## config.mk

```make
export PLATFORM = sky130hd
export DESIGN_NAME = serial_tx_flat
export DESIGN_NICKNAME = d
export VERILOG_FILES = /design/src/rtl/serial_tx_pkg.sv /design/src/rtl/serial_tx_if.sv /design/src/rtl/serial_tx_bit_timer.sv /design/src/rtl/serial_tx.sv /design/src/flat_wrapper.sv
export SDC_FILE = /design/constraint.sdc
export NUM_CORES = 1
export LEC_CHECK = 0
export CAP_MARGIN = 0
export CORE_ASPECT_RATIO = 1.2
export CORE_MARGIN = 2
export CORE_UTILIZATION = 45
export CTS_CLUSTER_SIZE = 10
export DETAILED_ROUTE_END_ITERATION = 8
export PLACE_DENSITY = 0.74
export SETUP_SLACK_MARGIN = 0.4
export SYNTH_ARGS = -nofsm -noshare
export SYNTH_HDL_FRONTEND = slang
export SYNTH_SLANG_ARGS = --single-unit
```

## constraint.sdc

```tcl
create_clock -name clk -period 4.6 [get_ports clk]
set_input_delay 0.46 -clock clk [delete_from_list [all_inputs] [get_ports clk]]
set_output_delay 0.46 -clock clk [all_outputs]
set_load 0.02 [all_outputs]
```

## src/rtl/serial_tx_pkg.sv

```systemverilog
// serial_pkg: definitions shared by the serial transmitter and its matching receiver.
//   state_e   - 2-bit frame FSM encoding (IDLE/START/DATA/STOP)
//   START_LVL - line level of the start bit
//   STOP_LVL  - line level of the stop bit (also the idle level)
//   cnt_w()   - counter width for values 0..n-1, never below 1 bit
package serial_pkg;

  typedef enum logic [1:0] {
    ST_IDLE  = 2'd0,
    ST_START = 2'd1,
    ST_DATA  = 2'd2,
    ST_STOP  = 2'd3
  } state_e;

  localparam logic START_LVL = 1'b0;
  localparam logic STOP_LVL  = 1'b1;

  function automatic int cnt_w(input int n);
    return (n <= 2) ? 1 : $clog2(n);
  endfunction

endpackage

```

## src/rtl/serial_tx_if.sv

```systemverilog
// serial_tx_if: valid/ready word handshake into the serial transmitter.
//   in_data  - word to transmit (source -> transmitter)
//   in_valid - source has a word (source -> transmitter)
//   in_ready - transmitter can accept (transmitter -> source)
interface serial_tx_if #(
  parameter int DATA_W = 8
);
  logic [DATA_W-1:0] in_data;
  logic              in_valid;
  logic              in_ready;

  modport master (output in_data, output in_valid, input in_ready);
  modport slave  (input in_data, input in_valid, output in_ready);
endinterface

```

## src/rtl/serial_tx_bit_timer.sv

```systemverilog
// bit_timer: free-running 0..CLKS_PER_BIT-1 counter producing one tick per serial bit.
//   clk  - system clock
//   rst  - asynchronous active-high reset
//   clr  - synchronous clear back to 0
//   tick - high while the count sits at CLKS_PER_BIT-1 (every cycle when CLKS_PER_BIT=1)
module bit_timer
  import serial_pkg::*;
#(
  parameter int CLKS_PER_BIT = 4
) (
  input  logic clk,
  input  logic rst,
  input  logic clr,
  output logic tick
);

  localparam int            TW   = cnt_w(CLKS_PER_BIT);
  localparam logic [TW-1:0] LAST = TW'(CLKS_PER_BIT - 1);

  logic [TW-1:0] r_cnt;

  assign tick = (r_cnt == LAST);

  always_ff @(posedge clk or posedge rst) begin
    if (rst)               r_cnt <= '0;
    else if (clr || tick)  r_cnt <= '0;
    else                   r_cnt <= r_cnt + 1'b1;
  end

endmodule

```

## src/rtl/serial_tx.sv

```systemverilog
// serial_tx: parallel-in, serial-out frame transmitter.
// Frame = start bit, DATA_W data bits LSB first, stop bit; each bit held CLKS_PER_BIT clocks.
//   clk   - system clock
//   rst   - asynchronous active-high reset (aborts any frame, line goes high)
//   in_if - valid/ready word input (slave side)
//   sout  - registered serial line, idles high
//   busy  - frame in progress
//   done  - one-cycle pulse in the first IDLE cycle after a frame
module serial_tx
  import serial_pkg::*;
#(
  parameter int DATA_W       = 8,
  parameter int CLKS_PER_BIT = 4
) (
  input  logic              clk,
  input  logic              rst,
  serial_tx_if.slave        in_if,
  output logic              sout,
  output logic              busy,
  output logic              done
);

  localparam int             BCW      = cnt_w(DATA_W);
  localparam logic [BCW-1:0] LAST_BIT = BCW'(DATA_W - 1);

  state_e            r_state, w_state_nxt;
  logic [DATA_W-1:0] r_shreg, w_shreg_nxt;
  logic [BCW-1:0]    r_bitcnt, w_bitcnt_nxt;
  logic              r_sout, w_sout_nxt;
  logic              r_done, w_done_nxt;
  logic              w_idle, w_accept, w_tick, w_clr;

  assign w_idle   = (r_state == ST_IDLE);
  assign w_accept = w_idle && in_if.in_valid;
  // Held clear through IDLE so the first START bit gets a full bit period.
  assign w_clr    = w_idle || (w_state_nxt != r_state);

  bit_timer #(.CLKS_PER_BIT(CLKS_PER_BIT)) u_bit_timer (
    .clk  (clk),
    .rst  (rst),
    .clr  (w_clr),
    .tick (w_tick)
  );

  always_comb begin
    w_state_nxt  = r_state;
    w_shreg_nxt  = r_shreg;
    w_bitcnt_nxt = r_bitcnt;
    w_done_nxt   = 1'b0;
    w_sout_nxt   = STOP_LVL;

    unique case (r_state)
      ST_IDLE: begin
        if (w_accept) begin
          w_state_nxt  = ST_START;
          w_shreg_nxt  = in_if.in_data;
          w_bitcnt_nxt = '0;
        end
      end
      ST_START: begin
        if (w_tick) begin
          w_state_nxt  = ST_DATA;
          w_bitcnt_nxt = '0;
        end
      end
      ST_DATA: begin
        if (w_tick) begin
          if (r_bitcnt == LAST_BIT) begin
            w_state_nxt = ST_STOP;
          end else begin
            w_shreg_nxt  = r_shreg >> 1;
            w_bitcnt_nxt = r_bitcnt + 1'b1;
          end
        end
      end
      ST_STOP: begin
        if (w_tick) begin
          w_state_nxt = ST_IDLE;
          w_done_nxt  = 1'b1;
        end
      end
      default: w_state_nxt = ST_IDLE;
    endcase

    // Line level is registered from the next state so it changes on the same edge as the FSM.
    unique case (w_state_nxt)
      ST_START: w_sout_nxt = START_LVL;
      ST_DATA:  w_sout_nxt = w_shreg_nxt[0];
      default:  w_sout_nxt = STOP_LVL;
    endcase
  end

  always_ff @(posedge clk or posedge rst) begin
    if (rst) begin
      r_state  <= ST_IDLE;
      r_shreg  <= '0;
      r_bitcnt <= '0;
      r_sout   <= STOP_LVL;
      r_done   <= 1'b0;
    end else begin
      r_state  <= w_state_nxt;
      r_shreg  <= w_shreg_nxt;
      r_bitcnt <= w_bitcnt_nxt;
      r_sout   <= w_sout_nxt;
      r_done   <= w_done_nxt;
    end
  end

  assign sout           = r_sout;
  assign done           = r_done;
  assign busy           = !w_idle;
  assign in_if.in_ready = w_idle;

endmodule
```

## src/flat_wrapper.sv

```systemverilog
// flat-port wrapper written by rule: the top's interface ports become plain ports
module serial_tx_flat import serial_pkg::*;
#(
  parameter int DATA_W       = 8,
  parameter int CLKS_PER_BIT = 4
)
  (clk, rst, sout, busy, done, in_if_in_data, in_if_in_valid, in_if_in_ready);
  serial_tx_if #(.DATA_W(DATA_W)) in_if_i ();
  input  logic clk;
  input  logic rst;
  output logic sout;
  output logic busy;
  output logic done;
  input wire logic [$bits(in_if_i.in_data)-1:0] in_if_in_data;
  input wire logic [$bits(in_if_i.in_valid)-1:0] in_if_in_valid;
  output wire logic [$bits(in_if_i.in_ready)-1:0] in_if_in_ready;
  assign in_if_i.in_data = in_if_in_data;
  assign in_if_i.in_valid = in_if_in_valid;
  assign in_if_in_ready = in_if_i.in_ready;
  serial_tx #(.DATA_W(DATA_W), .CLKS_PER_BIT(CLKS_PER_BIT)) u_core (.clk(clk), .rst(rst), .in_if(in_if_i), .sout(sout), .busy(busy), .done(done));
endmodule
```

==> summary.txt, run 1 <==
Pwr
  – Clock Power Share: 14.5%
  – Worst VDD drop: 348 uV
  – Internal Pwr Total: 0.360 mW
  – Leakage power: 0.475 nW
  – Switching pwr: 0.208 mW
  – Logic pwr share: 37.9%
  – Reg power frac: 47.7%
  – PD cells: 576 nW/um2
  – Sw frac: 36.6%

Timing
  – Max-slew violation count: 0
  – Final setup fails: 0
  – Hold Vio Cnt, Final: 0
  – Crit share post-route: 48.1%
  – RSZ-0062 raised after global routing: false
  – Max Clock Freq: 452 MHz
  – Max_slew headroom: 51.9%
  – Min Clock Period, post-route: 2.21 ns
  – TNS Setup: 0 ns
  – Tightest Pin Transition: 0.718 ns
  – Clock skew: 0.0152 ns

Clocking
  – Clock tree buffer depth: 2
  – Post-CTS repair timing setup buffer count: 0
  – CTS H-tree lvls: 1
  – TritonCTS clock tree: built
  – Post-CTS Resized: 0
  – CTS Buf Count: 3
  – Root Buffer: clkbuf_4
  – Post-CTS Hold Fix Bufs: 0
  – CTS Sinks: 17
  – Worst-Skew Late Latency: 0.30 ns
  – Worst-path clk slew: 0.11 ns

Worst setup path
  – Critical Path End: in_if_in_ready
  – Worst Setup End Kind: primary output
  – Crit path max fanout: 13
  – WP buf/inv: 1
  – Worst Path Arrival: 1.75 ns
  – Reg2Reg Launch Point: u_core.r_state[1]$_DFF_PP0_
  – Critical path's slowest cell: clkdlybuf4s50_1
  – R2r endpoint: u_core.r_bitcnt[1]$_DFFE_PP0P_
  – Family with the most delay on the worst path: buffers and inverters
  – Crit Path Category: flip-flop to primary output
  – Register-to-register setup slack: 2.75 ns
  – Setup crit start: u_core.r_state[1]$_DFF_PP0_
  – Crit start category: flip-flop
  – Max incr delay on CP: 0.64 ns
  – Levels on crit path: 2
  – Worst Path Required: 4.14 ns
  – CP cell instances: nor2_1 > clkdlybuf4s50_1
  – Worst Reg-to-Reg Cells: 3

Cells and area
  – Finished Layout Cells: 109
  – Layout Nets: 106
  – Commonest cells after routing, fill and taps aside: nand2_1, dfrtp_1, clkdlybuf4s50_1, a22oi_1
  – Commonest non-fill, non-tap cell in the layout: nand2_1
  – Layout cells sized above 1: 14.3%
  – Layout area overhead: 21.0%
  – Ant diodes: 0

Worst hold path
  – Worst Hold Class: flip-flop to flip-flop

Yosys
  – Sequential area share after synthesis: 52.3%
  – Syn. warnings: 0
  – Avg Cell Area, Syn: 10.6 um2
  – #FFs+latches synth: 17
  – Synthesized cell area: 816 um2
  – Distinct cells, synth: 30
  – Post-Syn Instances: 77
  – Post-Syn Nets: 91

Die
  – Die width: 42.9 um
  – Top-level port count: 15
  – Initial Util: 49.1%
  – Die Area: 2170 um2
  – Std-Cell Rows: 16
  – Die height: 50.6 um
  – Core Area: 1660 um2

Routing
  – DRC: 0
  – Post-route ant nets: 0
  – Vias post-DR: 593
  – Routed wire length: 1380 um
  – Vias/cell: 5.44
  – DR WL/cell: 12.6 um
  – 1st-iter DRT viols: 11
  – Pre-antenna DRT Iters: 4

Placed design
  – Global placement routability congestion: 0.681
  – HPWL after detailed placement: 967 um
  – Port Buf Inserts: 14
  – Placed insts: 105

Run
  – Max Cap Violations: 0

GRT
  – First-pass GRT wire length: 2310 um
  – Gr ovfl total: 0
  – Largest net degree at the start of global routing: 18
  – Antenna violations before repair: 0
  – Aggregate global-route resource usage: 14.6%
  – Vias in the first global route: 518

Outcome
  – Run status: finished, final reports clean
[sequential cells by signal (all words and copies together), names as in the netlist]
| signal | cells |
|---|---|
| u_core.done | 1 |
| u_core.u_bit_timer.r_cnt | 2 |
| u_core.r_bitcnt | 3 |
| u_core.r_shreg | 8 |
| u_core.r_state | 2 |
| u_core.sout | 1 |
[layout make-up]
| cell class | count | area (um2) |
|---|---|---|
| Clock buffer | 3 | 22.5 |
| Clock inverter | 1 | 5.00 |
| Fill cell | 153 | 674 |
| Inverter | 3 | 11.3 |
| Multi-Input combinational cell | 53 | 359 |
| Sequential cell | 17 | 427 |
| Tap cell | 18 | 22.5 |
| Timing Repair Buffer | 14 | 140 |
[metrics by stage]
step / instance area, um2 / utilization (%) / setup slack, ns / total power [mW] / hold WS, ns
2_1_floorplan: 816 / - / 2.93 / 0.425 / 0.385
3_3_place_gp: 960 / 57.8 / 2.40 / 0.482 / 0.428
3_5_place_dp: 960 / 57.8 / 2.37 / 0.492 / 0.442
4_1_cts: 987 / 59.4 / 2.40 / 0.572 / 0.456
5_1_grt: 987 / 59.4 / 2.29 / 0.611 / 0.486
6_report: 987 / 59.4 / 2.39 / 0.569 / 0.451
[logic make-up after synthesis]
logic type / after synthesis / share of synthesized area, %
and+or+nand+nor: 31 / 21.2
DFF: 17 / 52.3
AOI/OAI and AO/OA: 15 / 13.0
buffers and inverters: 7 / 3.68
muxes: 3 / 4.14
adders and majority gates: 3 / 4.60
xor gates and xnor gates: 1 / 1.07
[power groups by stage]
stage / registers, mW / logic, mW / clock network (mW)
2_1_floorplan: 0.256 / 0.169 / 0
3_3_place_gp: 0.270 / 0.213 / 0
3_5_place_dp: 0.273 / 0.218 / 0
4_1_cts: 0.271 / 0.218 / 0.0823
5_1_grt: 0.279 / 0.240 / 0.0916
6_report: 0.271 / 0.215 / 0.0822
[worst min path at each step]
stage	start	end	slack, ns	cells after the start
global placement	u_core.u_bit_timer.r_cnt[0]$_DFF_PP0_	u_core.u_bit_timer.r_cnt[0]$_DFF_PP0_	0.43	1
detailed placement	u_core.u_bit_timer.r_cnt[0]$_DFF_PP0_	u_core.u_bit_timer.r_cnt[0]$_DFF_PP0_	0.44	1
finish	u_core.u_bit_timer.r_cnt[0]$_DFF_PP0_	u_core.u_bit_timer.r_cnt[0]$_DFF_PP0_	0.45	1
CTS	u_core.u_bit_timer.r_cnt[0]$_DFF_PP0_	u_core.u_bit_timer.r_cnt[0]$_DFF_PP0_	0.46	1
global route	u_core.u_bit_timer.r_cnt[0]$_DFF_PP0_	u_core.u_bit_timer.r_cnt[0]$_DFF_PP0_	0.49	1
floorplan	rst	u_core.done$_DFF_PP0_	0.39	1
[synthesized netlist by cell type]
master,count,area (um2)
a21oi_1,1,5.00
nand3b_1,1,7.51
nand2_1,17,63.8
nand2b_1,1,6.26
nor3_1,1,5.00
ha_1,3,37.5
buf_2,2,10.0
and3b_1,1,8.76
and3b_2,1,10.0
nor2_1,2,7.51
nor2_4,1,11.3
dfstp_2,1,26.3
xnor2_1,1,8.76
a22o_1,1,8.76
dfrtp_1,16,400
a21o_1,1,7.51
inv_1,3,11.3
a22oi_2,1,12.5
and3_1,1,6.26
or2b_1,1,7.51
and4bb_2,1,12.5
nor3b_2,1,12.5
clkbuf_2,1,5.00
a22oi_1,6,45.0
a31oi_1,2,12.5
mux2_2,3,33.8
nor3b_1,1,7.51
clkbuf_1,1,3.75
nor2b_1,1,6.26
o21ai_0,3,15.0
[layer usage]
metal  GRT usage [%]  vias up  part of all wire (%)
met4            6.25        0                  0.87
met3            4.32        2                   4.8
li1                -      294                     -
met5               0        -                     0
met2            23.2       17                    48
met1            18.1      280                    47
[worst reg2reg max path, delay by kind of cell, from the launching register on]
kind	cells	cell delay, ns
AO/OA/AOI/OAI	1	0.19
multiplexers	1	0.34
AND/OR/NAND/NOR	1	0.67
flip-flops	1	0.54
(Power assumes the default switching activity.)
==> inputs of run 2 (changes only) <==
==> constraint.sdc (replaced) <==
create_clock -name clk -period 2.2 [get_ports clk]
set_input_delay 0.22 -clock clk [delete_from_list [all_inputs] [get_ports clk]]
set_output_delay 0.22 -clock clk [all_outputs]
set_load 0.02 [all_outputs]
==> summary.txt, run 2 (synthesis results as in run 1) <==
Outcome
  – Run status: finished, final reports clean

Pwr
  – Worst VDD drop: 725 uV
  – PD cells: 1170 nW/um2
  – Leakage power: 0.486 nW

Worst setup path
  – Crit Path Category: flip-flop to flip-flop
  – Worst Path Required: 2.41 ns
  – Critical path's slowest cell: and4bb_2
  – Worst Path Arrival: 1.89 ns
  – Crit path max fanout: 9
  – Max incr delay on CP: 0.45 ns
  – Crit start category: flip-flop
  – Worst Setup End Kind: flip-flop
  – CP cell instances: ha_1 > ha_1 > and4bb_2 > nor2_4 > a22oi_2 > a31oi_1
  – Most common cell on crit path: ha_1

Die
  – Die height: 50.6 um
  – Die width: 42.9 um
  – Core Area: 1660 um2
  – Top-level port count: 15
  – Initial Util: 49.1%
  – Std-Cell Rows: 16
  – Die Area: 2170 um2

Clocking
  – TritonCTS clock tree: built
  – CTS H-tree lvls: 1
  – CTS Sinks: 17
  – Worst-Skew Late Latency: 0.28 ns
  – CTS Buf Count: 3
  – Worst-path clk slew: 0.10 ns
  – Clock tree buffer depth: 2
  – Post-CTS Hold Fix Bufs: 0
  – Post-CTS repair timing setup buffer count: 0
  – Root Buffer: clkbuf_4

Cells and area
  – Commonest non-fill, non-tap cell in the layout: nand2_1
  – Top reg by flops: u_core.r_shreg
  – Commonest cells after routing, fill and taps aside: nand2_1, dfrtp_1, clkdlybuf4s50_1, a22oi_1
  – Area taken by multi-input logic gates: 362 um2
  – Sequential cell area: 429 um2
  – Max FFs per register: 8
  – Regs by FF count: u_core.r_shreg x8, u_core.r_bitcnt x3
  – Layout cells sized above 1: 18.5%
  – Fill count: 144
  – Layout area overhead: 22.7%
  – Ant diodes: 0
  – Layout Nets: 107

Routing
  – DR WL/cell: 11.5 um
  – DRC: 0
  – Pre-antenna DRT Iters: 4
  – Routed wire length: 1260 um
  – Vias post-DR: 582
  – 1st-iter DRT viols: 6
  – Vias/cell: 5.29
  – Post-route ant nets: 0

Timing
  – Hold Vio Cnt, Final: 0
  – Clock skew: 0.00307 ns
  – Max_slew headroom: 57.9%
  – Max Clock Freq: 597 MHz
  – Final worst-path setup slack: 0.525 ns
  – Max-slew violation count: 0
  – Tightest Pin Transition: 0.630 ns
  – TNS Setup: 0 ns
  – RSZ-0062 raised after global routing: false
  – Crit share post-route: 76.1%
  – Min Clock Period, post-route: 1.68 ns
  – Final setup fails: 0

GRT
  – Vias in the first global route: 521
  – Gr ovfl total: 0
  – Antenna violations before repair: 0
  – Aggregate global-route resource usage: 13.1%
  – First-pass GRT wire length: 2150 um
  – Largest net degree at the start of global routing: 18

Placed design
  – Dpl ws: 0.526 ns
  – Port Buf Inserts: 14
  – HPWL after detailed placement: 933 um
  – Global placement routability congestion: 0.693

Worst hold path
  – Worst Hold Class: input port to async pin

Run
  – Max Cap Violations: 0
[run 2: where the power goes]
part | switching, mW | internal, mW
registers | 0.110 | 0.457
clock network | 0.0924 | 0.0674
logic | 0.218 | 0.231
total | 0.420 | 0.755
[run 2: worst paths after layout]
| check | cells after the start | from | slack (ns) | to |
|---|---|---|---|---|
| setup / recovery | 6 | u_core.r_bitcnt[0]$_DFFE_PP0P_ | 0.52 | u_core.sout$_DFF_PP1_ |
| hold / removal | 2 | rst | 0.31 | u_core.r_bitcnt[1]$_DFFE_PP0P_ |
| setup reg to reg | 6 | u_core.r_bitcnt[0]$_DFFE_PP0P_ | 0.52 | u_core.sout$_DFF_PP1_ |
| hold reg to reg | 1 | u_core.u_bit_timer.r_cnt[0]$_DFF_PP0_ | 0.44 | u_core.u_bit_timer.r_cnt[0]$_DFF_PP0_ |
| max in group asynchronous | 2 | rst | 1.45 | u_core.r_state[0]$_DFF_PP0_ |
| min in group clk | 1 | u_core.u_bit_timer.r_cnt[0]$_DFF_PP0_ | 0.44 | u_core.u_bit_timer.r_cnt[0]$_DFF_PP0_ |
[run 2: through the flow]
stage	instances	instance area [um2]	hold slack [ns]	utilization (%)	power, mW
floorplan	77	816	0.145	-	0.888
global placement	106	967	0.427	58.2	1.02
detailed placement	106	967	0.436	58.2	1.03
CTS	110	998	0.319	60.1	1.20
global route	110	1000	0.367	60.2	1.27
finish	110	1000	0.307	60.2	1.18
[run 2: repair_timing]
action                     4_1_cts  5_1_grt
setup endpoints to repair        2        1
pin swaps                        0        0
resized for setup                4        1
[run 2: metal layers]
layer,wire length (um),GRT usage [%],share of wire [%]
met1,608,16.6,48
met2,581,20.7,46
met3,59,2.16,4.7
met4,14,7.81,1.1
met5,0,0,0
[run 2: layout make-up]
class / instances / area share, %
Clock buffer: 3 / 2.25
Tap cell: 18 / 2.25
Sequential cell: 17 / 42.9
Multi-Input combinational cell: 53 / 36.1
Timing Repair Buffer: 15 / 14.9
Inverter: 3 / 1.13
Clock inverter: 1 / 0.500
[run 2: critical path, delay by kind of cell, from the launching register on]
kind            cells  cell delay, ns
simple gates        2            0.54
fa+ha+maj           2            0.41
compound gates      2            0.26
flops               1            0.39
==> inputs of run 3 (changes only) <==
--- a/config.mk
+++ b/config.mk
@@ -8,10 +8,10 @@
 export CAP_MARGIN = 0
 export CORE_ASPECT_RATIO = 1.2
 export CORE_MARGIN = 2
-export CORE_UTILIZATION = 45
+export CORE_UTILIZATION = 44
 export CTS_CLUSTER_SIZE = 10
 export DETAILED_ROUTE_END_ITERATION = 8
-export PLACE_DENSITY = 0.74
+export PLACE_DENSITY = 0.76
 export SETUP_SLACK_MARGIN = 0.4
 export SYNTH_ARGS = -nofsm -noshare
 export SYNTH_HDL_FRONTEND = slang
==> constraint.sdc (replaced) <==
create_clock -name clk -period 1.4 [get_ports clk]
set_input_delay 0.14 -clock clk [delete_from_list [all_inputs] [get_ports clk]]
set_output_delay 0.14 -clock clk [all_outputs]
set_load 0.02 [all_outputs]
==> summary.txt, run 3 (synthesis results as in run 1) <==
Cells and area
  – Layout Nets: 126
  – Layout area overhead: 51.5%
  – Top reg by flops: u_core.r_shreg
  – Commonest non-fill, non-tap cell in the layout: nand2_1
  – Ant diodes: 0
  – Commonest cells after routing, fill and taps aside: nand2_1, buf_4, dfrtp_1, clkdlybuf4s50_1, buf_6
  – Layout cells sized above 1: 48.6%
  – Post-layout util: 69.2%
  – Regs by FF count: u_core.r_shreg x8, u_core.r_bitcnt x3
  – Post-route cell area: 1240 um2
  – Max FFs per register: 8

GRT
  – First-pass GRT wire length: 2620 um
  – Vias in the first global route: 639
  – Largest net degree at the start of global routing: 18
  – Gr ovfl total: 0
  – Antenna violations before repair: 0
  – Aggregate global-route resource usage: 16.0%

Run
  – Max Cap Violations: 0

Pwr
  – PD cells: 1830 nW/um2
  – Clock Power Share: 11.6%
  – Worst VDD drop: 1280 uV
  – Switching pwr: 0.820 mW
  – Sw frac: 36.2%
  – Internal Pwr Total: 1.44 mW
  – Leakage power: 0.593 nW
  – Logic pwr share: 49.4%
  – Reg power frac: 38.9%

Worst setup path
  – Crit path max fanout: 3
  – Worst Setup End Kind: flip-flop
  – Worst Path Required: 1.58 ns
  – Crit start category: flip-flop
  – Worst Path Arrival: 1.74 ns
  – Crit Path Category: flip-flop to flip-flop
  – Worst Reg-to-Reg Cells: 6
  – Register-to-register setup slack: -0.15 ns

Timing
  – Hold Vio Cnt, Final: 0
  – Crit share post-route: 111%
  – Max-slew violation count: 0
  – Max Clock Freq: 644 MHz
  – Clock skew: 0.00848 ns
  – Max_slew headroom: 85.8%
  – Final setup fails: 11
  – Min Clock Period, post-route: 1.55 ns
  – RSZ-0062 raised after global routing: true
  – Tightest Pin Transition: 0.213 ns
  – Final worst-path setup slack: -0.153 ns

Clocking
  – Post-CTS Hold Fix Bufs: 0
  – CTS Sinks: 17
  – Worst-Skew Late Latency: 0.30 ns
  – CTS H-tree lvls: 1
  – TritonCTS clock tree: built
  – Root Buffer: clkbuf_4
  – CTS Buf Count: 3
  – Worst-path clk slew: 0.10 ns
  – Clock tree buffer depth: 2

Die
  – Die Area: 2220 um2
  – Die height: 51.2 um
  – Std-Cell Rows: 17
  – Core Area: 1790 um2
  – Initial Util: 45.7%
  – Die width: 43.3 um
  – Top-level port count: 15

Outcome
  – Run status: complete, but fails checks
  – Failing checks: setup timing

Routing
  – Pre-antenna DRT Iters: 4
  – DR WL/cell: 12.2 um
  – Routed wire length: 1590 um
  – DRC: 0
  – 1st-iter DRT viols: 16
  – Post-route ant nets: 0
  – Vias/cell: 5.38
  – Vias post-DR: 699

Placed design
  – Port Buf Inserts: 14
  – Global placement routability congestion: 0.760
  – HPWL after detailed placement: 1110 um
  – Placed cell areas: 1100 um2

Worst hold path
  – Worst Hold Class: input port to async pin
-- run 3: worst max-delay path, cell delays in order (launching register included) --
cell and delay, ns:
dfrtp_1 0.39, ha_2 0.20, ha_4 0.16, nor2_1 0.07, mux2_2 0.14, a21o_1 0.15
mux2_2 0.34
-- run 3: cell type report --
class / count / area (um2)
Timing Repair Buffer: 34 / 308
Clock inverter: 1 / 5.00
Multi-Input combinational cell: 53 / 437
Tap cell: 19 / 23.8
Fill cell: 123 / 551
Sequential cell: 17 / 429
Inverter: 3 / 11.3
Clock buffer: 3 / 22.5
-- run 3: stage by stage --
stage	TNS (ns)	setup slack, ns	cells	hold slack (ns)	total power [mW]
6_report	-1.10	-0.153	130	0.147	2.26
5_1_grt	-1.98	-0.249	130	0.158	2.43
4_1_cts	-1.09	-0.159	129	0.137	2.24
3_5_place_dp	-0.720	-0.160	120	0.439	1.82
3_3_place_gp	-0.539	-0.119	120	0.428	1.79
2_1_floorplan	-0.501	-0.107	77	0.0653	1.51
-- run 3: layer usage --
metal	share of wire (%)	global-route usage (%)	wire length, um
met3	6.2	2.12	99
met5	0	0	0
met4	1.9	10.6	30
met1	42	20.5	669
met2	50	24.9	790
-- run 3: worst paths after layout --
| kind | from | to |
|---|---|---|
| worst max-delay path | u_core.r_bitcnt[1]$_DFFE_PP0P_ | u_core.r_bitcnt[2]$_DFFE_PP0P_ |
| worst min-delay path | rst | u_core.r_shreg[4]$_DFFE_PP0P_ |
| worst max register to register | u_core.r_bitcnt[1]$_DFFE_PP0P_ | u_core.r_bitcnt[2]$_DFFE_PP0P_ |
| worst min register to register | u_core.r_shreg[4]$_DFFE_PP0P_ | u_core.r_shreg[3]$_DFFE_PP0P_ |
| max in group asynchronous | rst | u_core.sout$_DFF_PP1_ |
| min in group clk | in_if_in_data[0] | u_core.sout$_DFF_PP1_ |
-- run 3: power by group through the flow --
stage	clock network (mW)	logic [mW]	registers (mW)
final	0.263	1.12	0.881
after global routing	0.299	1.23	0.906
after CTS	0.277	1.10	0.873
after detailed placement	0	0.922	0.899
after global placement	0	0.895	0.891
after floorplan	0	0.655	0.858
-- run 3: timing repair --
item | in CTS | in global routing
pin swaps | 6 | 3
resized for setup | 36 | 3
buffers inserted | 5 | 1
setup endpoints to repair | 20 | 20
